===== src/rtl/shift_controller_32bit_if.sv =====
// Request/result handshake bundle for shift_controller_32bit.
// master = requester/consumer side, slave = the controller.
interface shift_controller_32bit_if;
    logic        in_valid;
    logic        in_ready;
    logic [1:0]  op;
    logic [31:0] X;
    logic [31:0] Y;
    logic        out_valid;
    logic        out_ready;
    logic [31:0] Z;
    logic        busy;

    modport master (
        output in_valid, op, X, Y, out_ready,
        input  in_ready, out_valid, Z, busy
    );

    modport slave (
        input  in_valid, op, X, Y, out_ready,
        output in_ready, out_valid, Z, busy
    );
endinterface


===== src/rtl/shift_controller_32bit.sv =====
// Iterative 32-bit shifter (SLL/SRL/SRA/ROR) behind a valid/ready handshake.
// Optional macro SHIFT_CTRL_FAST_EN: 8-position steps while >= 8 positions remain.
module shift_controller_32bit (
    input  logic                     clk,
    input  logic                     rst,
    shift_controller_32bit_if.slave  bus
);
    typedef enum logic [1:0] {S_IDLE, S_SHIFT, S_DONE} state_e;
    typedef enum logic [1:0] {OP_SLL = 2'b00, OP_SRL = 2'b01, OP_SRA = 2'b10, OP_ROR = 2'b11} op_e;

    state_e      r_state;
    state_e      w_next_state;
    op_e         r_op;
    logic [31:0] r_work;
    logic [31:0] r_z;
    logic [5:0]  r_cnt;
    logic [5:0]  w_n;
    logic [5:0]  w_step_size;
    logic [31:0] w_step_work;

    // Linear shifts saturate at 32 positions; rotate only cares about Y mod 32.
    assign w_n = ((bus.op != OP_ROR) && (|bus.Y[31:5])) ? 6'd32 : {1'b0, bus.Y[4:0]};

    always_comb begin
        // NOTE: every combinational output gets a default first so no path infers a latch.
        w_step_size = 6'd1;
        w_step_work = r_work;
        case (r_op)
            OP_SLL:  w_step_work = {r_work[30:0], 1'b0};
            OP_SRL:  w_step_work = {1'b0, r_work[31:1]};
            OP_SRA:  w_step_work = {r_work[31], r_work[31:1]};
            default: w_step_work = {r_work[0], r_work[31:1]};
        endcase
`ifdef SHIFT_CTRL_FAST_EN
        if (r_cnt >= 6'd8) begin
            w_step_size = 6'd8;
            case (r_op)
                OP_SLL:  w_step_work = {r_work[23:0], 8'h00};
                OP_SRL:  w_step_work = {8'h00, r_work[31:8]};
                OP_SRA:  w_step_work = {{8{r_work[31]}}, r_work[31:8]};
                default: w_step_work = {r_work[7:0], r_work[31:8]};
            endcase
        end
`endif
    end

    always_ff @(posedge clk or posedge rst) begin
        // NOTE: sequential state uses non-blocking assignments only, so every flop samples pre-edge values.
        if (rst) r_state <= S_IDLE;
        else     r_state <= w_next_state;
    end

    always_comb begin
        w_next_state  = r_state;
        bus.in_ready  = 1'b0;
        bus.out_valid = 1'b0;
        bus.busy      = 1'b1;
        bus.Z         = r_z;
        case (r_state)
            S_IDLE: begin
                bus.in_ready = 1'b1;
                bus.busy     = 1'b0;
                if (bus.in_valid) w_next_state = (w_n == 6'd0) ? S_DONE : S_SHIFT;
            end
            S_SHIFT: begin
                if (r_cnt == w_step_size) w_next_state = S_DONE;
            end
            S_DONE: begin
                bus.out_valid = 1'b1;
                if (bus.out_ready) w_next_state = S_IDLE;
            end
            default: w_next_state = S_IDLE;
        endcase
    end

    // r_z only loads on entry to DONE, so a reset mid-operation never exposes a partial result.
    always_ff @(posedge clk or posedge rst) begin
        if (rst) begin
            r_op   <= OP_SLL;
            r_work <= 32'h0;
            r_cnt  <= 6'd0;
            r_z    <= 32'h0;
        end else begin
            case (r_state)
                S_IDLE: begin
                    if (bus.in_valid) begin
                        r_op   <= op_e'(bus.op);
                        r_work <= bus.X;
                        r_cnt  <= w_n;
                        if (w_n == 6'd0) r_z <= bus.X;
                    end
                end
                S_SHIFT: begin
                    r_work <= w_step_work;
                    r_cnt  <= r_cnt - w_step_size;
                    if (r_cnt == w_step_size) r_z <= w_step_work;
                end
                default: ;
            endcase
        end
    end
endmodule


===== src/flat_wrapper.sv =====
// flat-port wrapper written by rule: the top's interface ports become plain ports
module shift_controller_32bit_flat 
  (clk, rst, bus_in_valid, bus_op, bus_X, bus_Y, bus_out_ready, bus_in_ready, bus_out_valid, bus_Z, bus_busy);
  shift_controller_32bit_if bus_i ();
  input  logic clk;
  input  logic rst;
  input wire logic [$bits(bus_i.in_valid)-1:0] bus_in_valid;
  input wire logic [$bits(bus_i.op)-1:0] bus_op;
  input wire logic [$bits(bus_i.X)-1:0] bus_X;
  input wire logic [$bits(bus_i.Y)-1:0] bus_Y;
  input wire logic [$bits(bus_i.out_ready)-1:0] bus_out_ready;
  output wire logic [$bits(bus_i.in_ready)-1:0] bus_in_ready;
  output wire logic [$bits(bus_i.out_valid)-1:0] bus_out_valid;
  output wire logic [$bits(bus_i.Z)-1:0] bus_Z;
  output wire logic [$bits(bus_i.busy)-1:0] bus_busy;
  assign bus_i.in_valid = bus_in_valid;
  assign bus_i.op = bus_op;
  assign bus_i.X = bus_X;
  assign bus_i.Y = bus_Y;
  assign bus_i.out_ready = bus_out_ready;
  assign bus_in_ready = bus_i.in_ready;
  assign bus_out_valid = bus_i.out_valid;
  assign bus_Z = bus_i.Z;
  assign bus_busy = bus_i.busy;
  shift_controller_32bit u_core (.clk(clk), .rst(rst), .bus(bus_i));
endmodule

===== config.mk =====
export PLATFORM = sky130hd
export DESIGN_NAME = shift_controller_32bit_flat
export DESIGN_NICKNAME = d
export VERILOG_FILES = /design/src/rtl/shift_controller_32bit_if.sv /design/src/rtl/shift_controller_32bit.sv /design/src/flat_wrapper.sv
export SDC_FILE = /design/constraint.sdc
export NUM_CORES = 1
export LEC_CHECK = 0
export CORE_ASPECT_RATIO = 1.4
export CORE_MARGIN = 5
export CORE_UTILIZATION = 35
export CTS_CLUSTER_DIAMETER = 120
export DETAILED_ROUTE_END_ITERATION = 7
export PLACE_DENSITY = 0.7
export SLEW_MARGIN = 20
export SYNTH_ARGS = -nofsm -noshare
export SYNTH_HDL_FRONTEND = slang
export SYNTH_SLANG_ARGS = --single-unit

===== constraint.sdc =====
create_clock -name clk -period 2.2 [get_ports clk]
set_input_delay 0.33 -clock clk [delete_from_list [all_inputs] [get_ports clk]]
set_output_delay 0.33 -clock clk [all_outputs]
set_load 0.1 [all_outputs]

==> metrics.txt, run 1 <==
Max transition margin 0.691; Die Wd 96.9 um; fin nets 562; antenna-violating nets left 0; Mapped Cells 385; mean post-synth cell area 9.61 sq um; drt pass-1 iters 4; row cnt 44; commonest non-fill, non-tap cell in the layout dfrtp_1; Hold WC Path Type input port to async pin; Synth Warn # 0; synthesis-stage register bit count 74; chip height 132 um; Arr. time, crit path 2.25 ns; CTS tree yes; layout cell share with drive strength beyond 1 0.188; drt total wl 9240 um; DRC violations left 0; reg2reg path depth 7; max-slew violation count 0; Tmin final 2.03 ns; CTS Buffer Depth 2; CTS Buf Count 9; cts hold-fix bufs 0; area grow syn2layout 40.9%; Starting DRT DRC Count 125; first-pass GRT wire length 15,900 um; Cell Area, Placed 4910 sq um; CTS clk-pin slew, worst paths 0.06 ns; sequential element share of the synthesized area 0.501; All-Layer GR Usage 0.152; DR vias 3,141; post-route cell area 5210 sq um; Post-Route Skew 0.00531 ns; Core ar. 10,300 sq um; Fill cells 985; Worst R2R End u_core.bus.Z[28]$_DFFE_PP0P_; postcts setup bufs 0; DR vias/cell 4.96; Synth Net Count 457; Overflow after GRT 0; post-cts sizing count 0; Distinct cells, synth 30; number of port buffers 104; largest net degree at the start of global routing 75; Non-Filler Instances 633; fmax 494 MHz; IO Count 105; Max-cap violations 0; synthesized cell area 3700 sq um; period utilisation layout 0.921; met2 wire len 4820 um; Seq. cell area 1850 sq um; CTS H-tree lvls 3; clock latency on the worst-skew pair 0.33 ns; per-cell routed wire length 14.6 um; R2R setup slack 0.34 ns; clock sink total 74; Worst Path Required 2.42 ns; Antenna diodes 0; wl on met1 3650 um; area of the multi-input gates 1660 sq um; Final Hold Fails 0; worst setup path class input port to register; reg-to-reg startpoint u_core.r_cnt[1]$_DFFE_PP0P_; CP max FO 11; Max Used Layer met4; metal3 WL 607 um; Placed Cells 617; vias in the first global route 3,364; die area 12,800 sq um; RSZ-0062 raised after global routing false; status completed; GP Congestion 0.794; crit end category register; Setup TNS Final 0 ns; Final HPWL DP 6730 um; initial antenna violation count 0; # setup viols final 0; worst-margin pin slew 0.462 ns; Initial Util 0.357; most frequent cells in the layout dfrtp_1, clkdlybuf4s50_1, nand2_1; Clock Tree Root clkbuf_16; Worst setup SP type input port
-- cell families after synthesis --
family,Yosys count,synth area share
AO/OA/AOI/OAI,112,0.162
adder cells (fa/ha/maj),2,0.00676
buffers and inverters,52,0.0585
flip-flops,74,0.501
multiplexers,56,0.166
AND/OR/NAND/NOR,89,0.106
-- sequential cells by signal, summed over array words and instances, names as in the netlist --
name            cells
u_core.r_op         2
u_core.r_cnt        6
u_core.bus.Z       32
u_core.r_work      32
u_core.r_state      2
-- Yosys cell counts (all sizes together) --
cell    instances  area, sq um
mux2           23          285
nand2          62          233
o21ai          55          275
a31oi           1         6.26
a21o            1         7.51
nor2            9         33.8
and4            1         8.76
nand2b          2         12.5
a21oi          45          225
nor3b           2         15.0
dfrtp          74         1850
o22ai           1         6.26
buf             5         40.0
clkbuf         20         75.1
nor4            7         43.8
nand4b          1         8.76
o21bai          2         15.0
a221o           5         50.1
or3             1         6.26
ha              2         25.0
nand4           1         12.5
nor3            2         10.0
a21boi          1         7.51
a22oi           1         7.51
inv            27          101
and3            1         6.26
mux2i          33          330
-- worst max path at each step --
stage,slack [ns],endpoint,cells past startpoint,start
final,0.17,u_core.bus.Z[28]$_DFFE_PP0P_,7,bus_Y[10]
after global routing,0.05,u_core.bus.Z[23]$_DFFE_PP0P_,7,bus_Y[10]
after CTS,0.16,u_core.bus.Z[28]$_DFFE_PP0P_,7,bus_Y[10]
after detailed placement,-0.19,u_core.bus.Z[28]$_DFFE_PP0P_,7,bus_Y[10]
after global placement,-0.16,u_core.bus.Z[22]$_DFFE_PP0P_,7,bus_Y[10]
after floorplan,0.30,u_core.bus.Z[22]$_DFFE_PP0P_,7,bus_Y[13]
-- per-layer routing --
metal	vias to the layer above	global-route usage
li1	1536	-
met3	8	0.0536
met5	-	0
met2	91	0.262
met1	1506	0.168
met4	0	0.0664
-- layout make-up --
class | count | share of cell area
Sequential cell | 74 | 0.355
Multi-Input combinational cell | 259 | 0.318
Clock inverter | 2 | 0.00672
Clock buffer | 14 | 0.0506
Timing Repair Buffer | 119 | 0.216
Inverter | 27 | 0.0202
Tap cell | 138 | 0.0331
-- per-stage QoR --
| stage | setup WS [ns] | hold WS (ns) | util |
|---|---|---|---|
| after floorplan | 0.302 | 0.438 | - |
| after global placement | -0.158 | 0.483 | 0.475 |
| after detailed placement | -0.193 | 0.495 | 0.475 |
| after CTS | 0.164 | 0.463 | 0.504 |
| after global routing | 0.0547 | 0.493 | 0.504 |
| final | 0.174 | 0.434 | 0.504 |
-- critical path, stage by stage --
cell and delay (ns):
clkdlybuf4s50_1 0.42, nor4_1 0.25, and4_1 0.23, nand4_2 0.12, a221o_2 0.42, buf_12 0.16, mux2_4 0.30
Power of run 1 is left out: the tool's default activity adds up to more than one toggle a clock period on the data nets, which glitch-free logic cannot reach.
==> run 2: changes to the inputs <==
--- a/config.mk
+++ b/config.mk
@@ -10,7 +10,7 @@
 export CORE_UTILIZATION = 35
 export CTS_CLUSTER_DIAMETER = 120
 export DETAILED_ROUTE_END_ITERATION = 7
-export PLACE_DENSITY = 0.7
+export PLACE_DENSITY = 0.68
 export SLEW_MARGIN = 20
 export SYNTH_ARGS = -nofsm -noshare
 export SYNTH_HDL_FRONTEND = slang
==> constraint.sdc (replaced) <==
create_clock -name clk -period 2.6 [get_ports clk]
set_input_delay 0.39 -clock clk [delete_from_list [all_inputs] [get_ports clk]]
set_output_delay 0.39 -clock clk [all_outputs]
set_load 0.1 [all_outputs]
==> metrics.txt, run 2 (synthesized netlist as in run 1, its figures left out) <==
status completed; number of port buffers 104; Arr. time, crit path 2.41 ns; clock latency on the worst-skew pair 0.33 ns; CTS Buffer Depth 2; pre-CTS WS 0.0256 ns; post-cts sizing count 0; initial antenna violation count 0; postcts setup bufs 0; CP cell instances clkdlybuf4s50_1 > nor4_1 > and4_1 > nand4_2 > a221o_2 > buf_12 > mux2_4; GP Congestion 0.784; antenna-violating nets left 0; Antenna diodes 0; largest net degree at the start of global routing 42; slowest CP cell a221o_2; crit end category register; Fill cells 988; worst path bufs/invs 2; delay-heaviest family, CP simple AND/OR/NAND/NOR gates; CTS tree yes; Final HPWL DP 6880 um; Die Wd 96.9 um; Starting DRT DRC Count 112; layout cell share with drive strength beyond 1 0.189; All-Layer GR Usage 0.149; row cnt 44; worst-margin pin slew 0.632 ns; Worst setup SP type input port; CTS clk-pin slew, worst paths 0.06 ns; worst setup path class input port to register; vias in the first global route 3,414; max-slew violation count 0; fin util 0.502; # setup viols final 0; Hold WC Path Type input port to async pin; Max transition margin 0.578; Seq. cell area 1850 sq um; drt total wl 9350 um; most frequent cells in the layout dfrtp_1, clkdlybuf4s50_1, nand2_1; IO Count 105; drt pass-1 iters 4; first-pass GRT wire length 15,600 um; per-cell routed wire length 14.8 um; final worst slack 0.401 ns; largest stage delay on the critical path 0.47 ns; DR vias/cell 4.93; CTS H-tree lvls 3; DRC violations left 0; cts hold-fix bufs 0; fmax 455 MHz; Clock Tree Root clkbuf_16; Overflow after GRT 0; Tmin final 2.20 ns; clock sink total 74; RSZ-0062 raised after global routing false; Initial Util 0.357; Worst Path Required 2.81 ns; area of the multi-input gates 1650 sq um; die area 12,800 sq um; DR vias 3,110; CTS Buf Count 9; Max-cap violations 0; area grow syn2layout 40.4%; CP max FO 9; fin nets 561; Final Hold Fails 0; Post-Route Skew 0.00778 ns; Core ar. 10,300 sq um; period utilisation layout 0.846; commonest non-fill, non-tap cell in the layout dfrtp_1; Setup TNS Final 0 ns; chip height 132 um
run 2: final timing paths:
path | startpoint | end | cells after the start | slack [ns]
hold / removal | rst | u_core.r_work[8]$_DFFE_PP0P_ | 2 | 0.47
setup / recovery | bus_Y[10] | u_core.bus.Z[24]$_DFFE_PP0P_ | 7 | 0.40
hold reg to reg | u_core.r_work[14]$_DFFE_PP0P_ | u_core.r_work[14]$_DFFE_PP0P_ | 2 | 0.49
setup reg to reg | u_core.r_op[1]$_DFFE_PP0P_ | u_core.r_work[30]$_DFFE_PP0P_ | 5 | 0.67
min in group clk | u_core.r_work[14]$_DFFE_PP0P_ | u_core.r_work[14]$_DFFE_PP0P_ | 2 | 0.49
max in group asynchronous | rst | u_core.r_work[13]$_DFFE_PP0P_ | 3 | 1.54
run 2: layout make-up:
type,instances,share of cell area
flip-flops and latches,74,0.356
multi-input cells,259,0.318
repair buffers,118,0.213
clock buffers,10,0.0441
well taps,138,0.0332
inverters,27,0.0195
clock inverters,5,0.0154
run 2: metrics by stage:
stage,std cells,area [sq um],hold slack (ns)
after floorplan,385,3700,0.465
after detailed placement,616,4890,0.491
after CTS,631,5190,0.486
after global placement,616,4890,0.483
after global routing,631,5190,0.522
final,631,5190,0.469
run 2: metal layers:
| layer | vias to the layer above | track usage | share of wire |
|---|---|---|---|
| li1 | 1536 | - | - |
| met1 | 1473 | 0.163 | 0.42 |
| met2 | 91 | 0.267 | 0.51 |
| met3 | 10 | 0.0483 | 0.053 |
| met4 | 0 | 0.0578 | 0.016 |
| met5 | - | 0 | 0 |
Power of run 2 is left out for the same reason.
==> run 3: changes to the inputs <==
--- a/config.mk
+++ b/config.mk
@@ -10,7 +10,7 @@
 export CORE_UTILIZATION = 35
 export CTS_CLUSTER_DIAMETER = 120
 export DETAILED_ROUTE_END_ITERATION = 7
-export PLACE_DENSITY = 0.68
+export PLACE_DENSITY = 0.7
 export SLEW_MARGIN = 20
 export SYNTH_ARGS = -nofsm -noshare
 export SYNTH_HDL_FRONTEND = slang
==> constraint.sdc (replaced) <==
create_clock -name clk -period 1.8 [get_ports clk]
set_input_delay 0.27 -clock clk [delete_from_list [all_inputs] [get_ports clk]]
set_output_delay 0.27 -clock clk [all_outputs]
set_load 0.1 [all_outputs]
==> metrics.txt, run 3 (synthesized netlist as in run 1, its figures left out) <==
Final HPWL DP 6860 um; pre-CTS WS -0.610 ns; DR vias 3,261; failing checks setup timing; max-slew violation count 0; commonest non-fill, non-tap cell in the layout dfrtp_1; Hold WC Path Type input port to async pin; row cnt 44; Hold WS 0.390 ns; chip height 132 um; drt pass-1 iters 4; period utilisation layout 1.02; Die Wd 96.9 um; CTS clk-pin slew, worst paths 0.06 ns; fin nets 587; worst setup path class register to register; cts hold-fix bufs 0; Worst setup SP type register; All-Layer GR Usage 0.159; Final Hold Fails 0; CTS tree yes; Max-cap violations 0; initial antenna violation count 0; crit end category register; largest net degree at the start of global routing 75; Clock Tree Root clkbuf_16; Tmin final 1.83 ns; Overflow after GRT 0; RSZ-0062 raised after global routing true; worst-margin pin slew 0.402 ns; IO Count 105; Worst Path Required 2.02 ns; Initial Util 0.357; Arr. time, crit path 2.05 ns; Setup TNS Final -0.188 ns; Post-Route Skew 0.00563 ns; fmax 546 MHz; per-cell routed wire length 14.8 um; first-pass GRT wire length 16,700 um; CTS Buffer Depth 2; clock sink total 74; most frequent cells in the layout dfrtp_1, nand2_1, buf_4; layout cell share with drive strength beyond 1 0.262; Antenna diodes 0; # setup viols final 16; post-route cell area 5600 sq um; antenna-violating nets left 0; final worst slack -0.0323 ns; die area 12,800 sq um; Max transition margin 0.732; clock latency on the worst-skew pair 0.33 ns; CTS Buf Count 9; Cell Area, Placed 5110 sq um; status finished, violations left; Starting DRT DRC Count 165; GP Congestion 0.814; drt total wl 9740 um; vias in the first global route 3,617; DR vias/cell 4.96; CTS H-tree lvls 3; DRC violations left 0; number of port buffers 104; area grow syn2layout 51.4%; CP max FO 5; Core ar. 10,300 sq um
-- run 3: what timing repair did --
item,CTS,global route
cloned,1,0
setup endpoints to repair,33,39
pin swaps,10,7
buffers inserted,11,1
gates resized for setup,47,9
-- run 3: worst paths after layout --
kind / from / endpoint / slack (ns) / depth (start not counted)
min in group clk: u_core.r_work[3]$_DFFE_PP0P_ / u_core.r_work[3]$_DFFE_PP0P_ / 0.50 / 2
max in group asynchronous: rst / u_core.bus.Z[12]$_DFFE_PP0P_ / 1.09 / 3
worst min-delay path: rst / u_core.bus.Z[26]$_DFFE_PP0P_ / 0.39 / 3
worst min register to register: u_core.r_work[3]$_DFFE_PP0P_ / u_core.r_work[3]$_DFFE_PP0P_ / 0.50 / 2
worst max register to register: u_core.r_cnt[1]$_DFFE_PP0P_ / u_core.bus.Z[28]$_DFFE_PP0P_ / -0.03 / 7
worst max-delay path: u_core.r_cnt[1]$_DFFE_PP0P_ / u_core.bus.Z[28]$_DFFE_PP0P_ / -0.03 / 7
-- run 3: cell type report --
type / instances / area [sq um]
tap: 138 / 173
inverter: 27 / 105
multi-input combinational: 259 / 1740
timing repair buffer: 144 / 1410
clock buffer: 12 / 256
sequential: 74 / 1850
fill: 954 / 4750
clock inverter: 4 / 73.8
-- run 3: worst max-delay path: stages, from the launching register on --
cell,delay [ns]
dfrtp_1,0.39
inv_2,0.08
ha_4,0.12
and3_4,0.18
nand2_2,0.05
a221o_2,0.42
clkbuf_16,0.18
mux2_4,0.29
-- run 3: per-stage QoR --
stage | instances | utilization
global route | 658 | 0.541
detailed placement | 632 | 0.494
global placement | 632 | 0.494
floorplan | 385 | -
finish | 658 | 0.541
CTS | 659 | 0.540
-- run 3: layer usage --
metal | share of wire | vias to the layer above | global-route usage
met3 | 0.058 | 15 | 0.0520
li1 | - | 1591 | -
met4 | 0.021 | 0 | 0.0601
met2 | 0.53 | 88 | 0.283
met5 | 0 | - | 0
met1 | 0.39 | 1567 | 0.173
Power of run 3 is left out for the same reason.
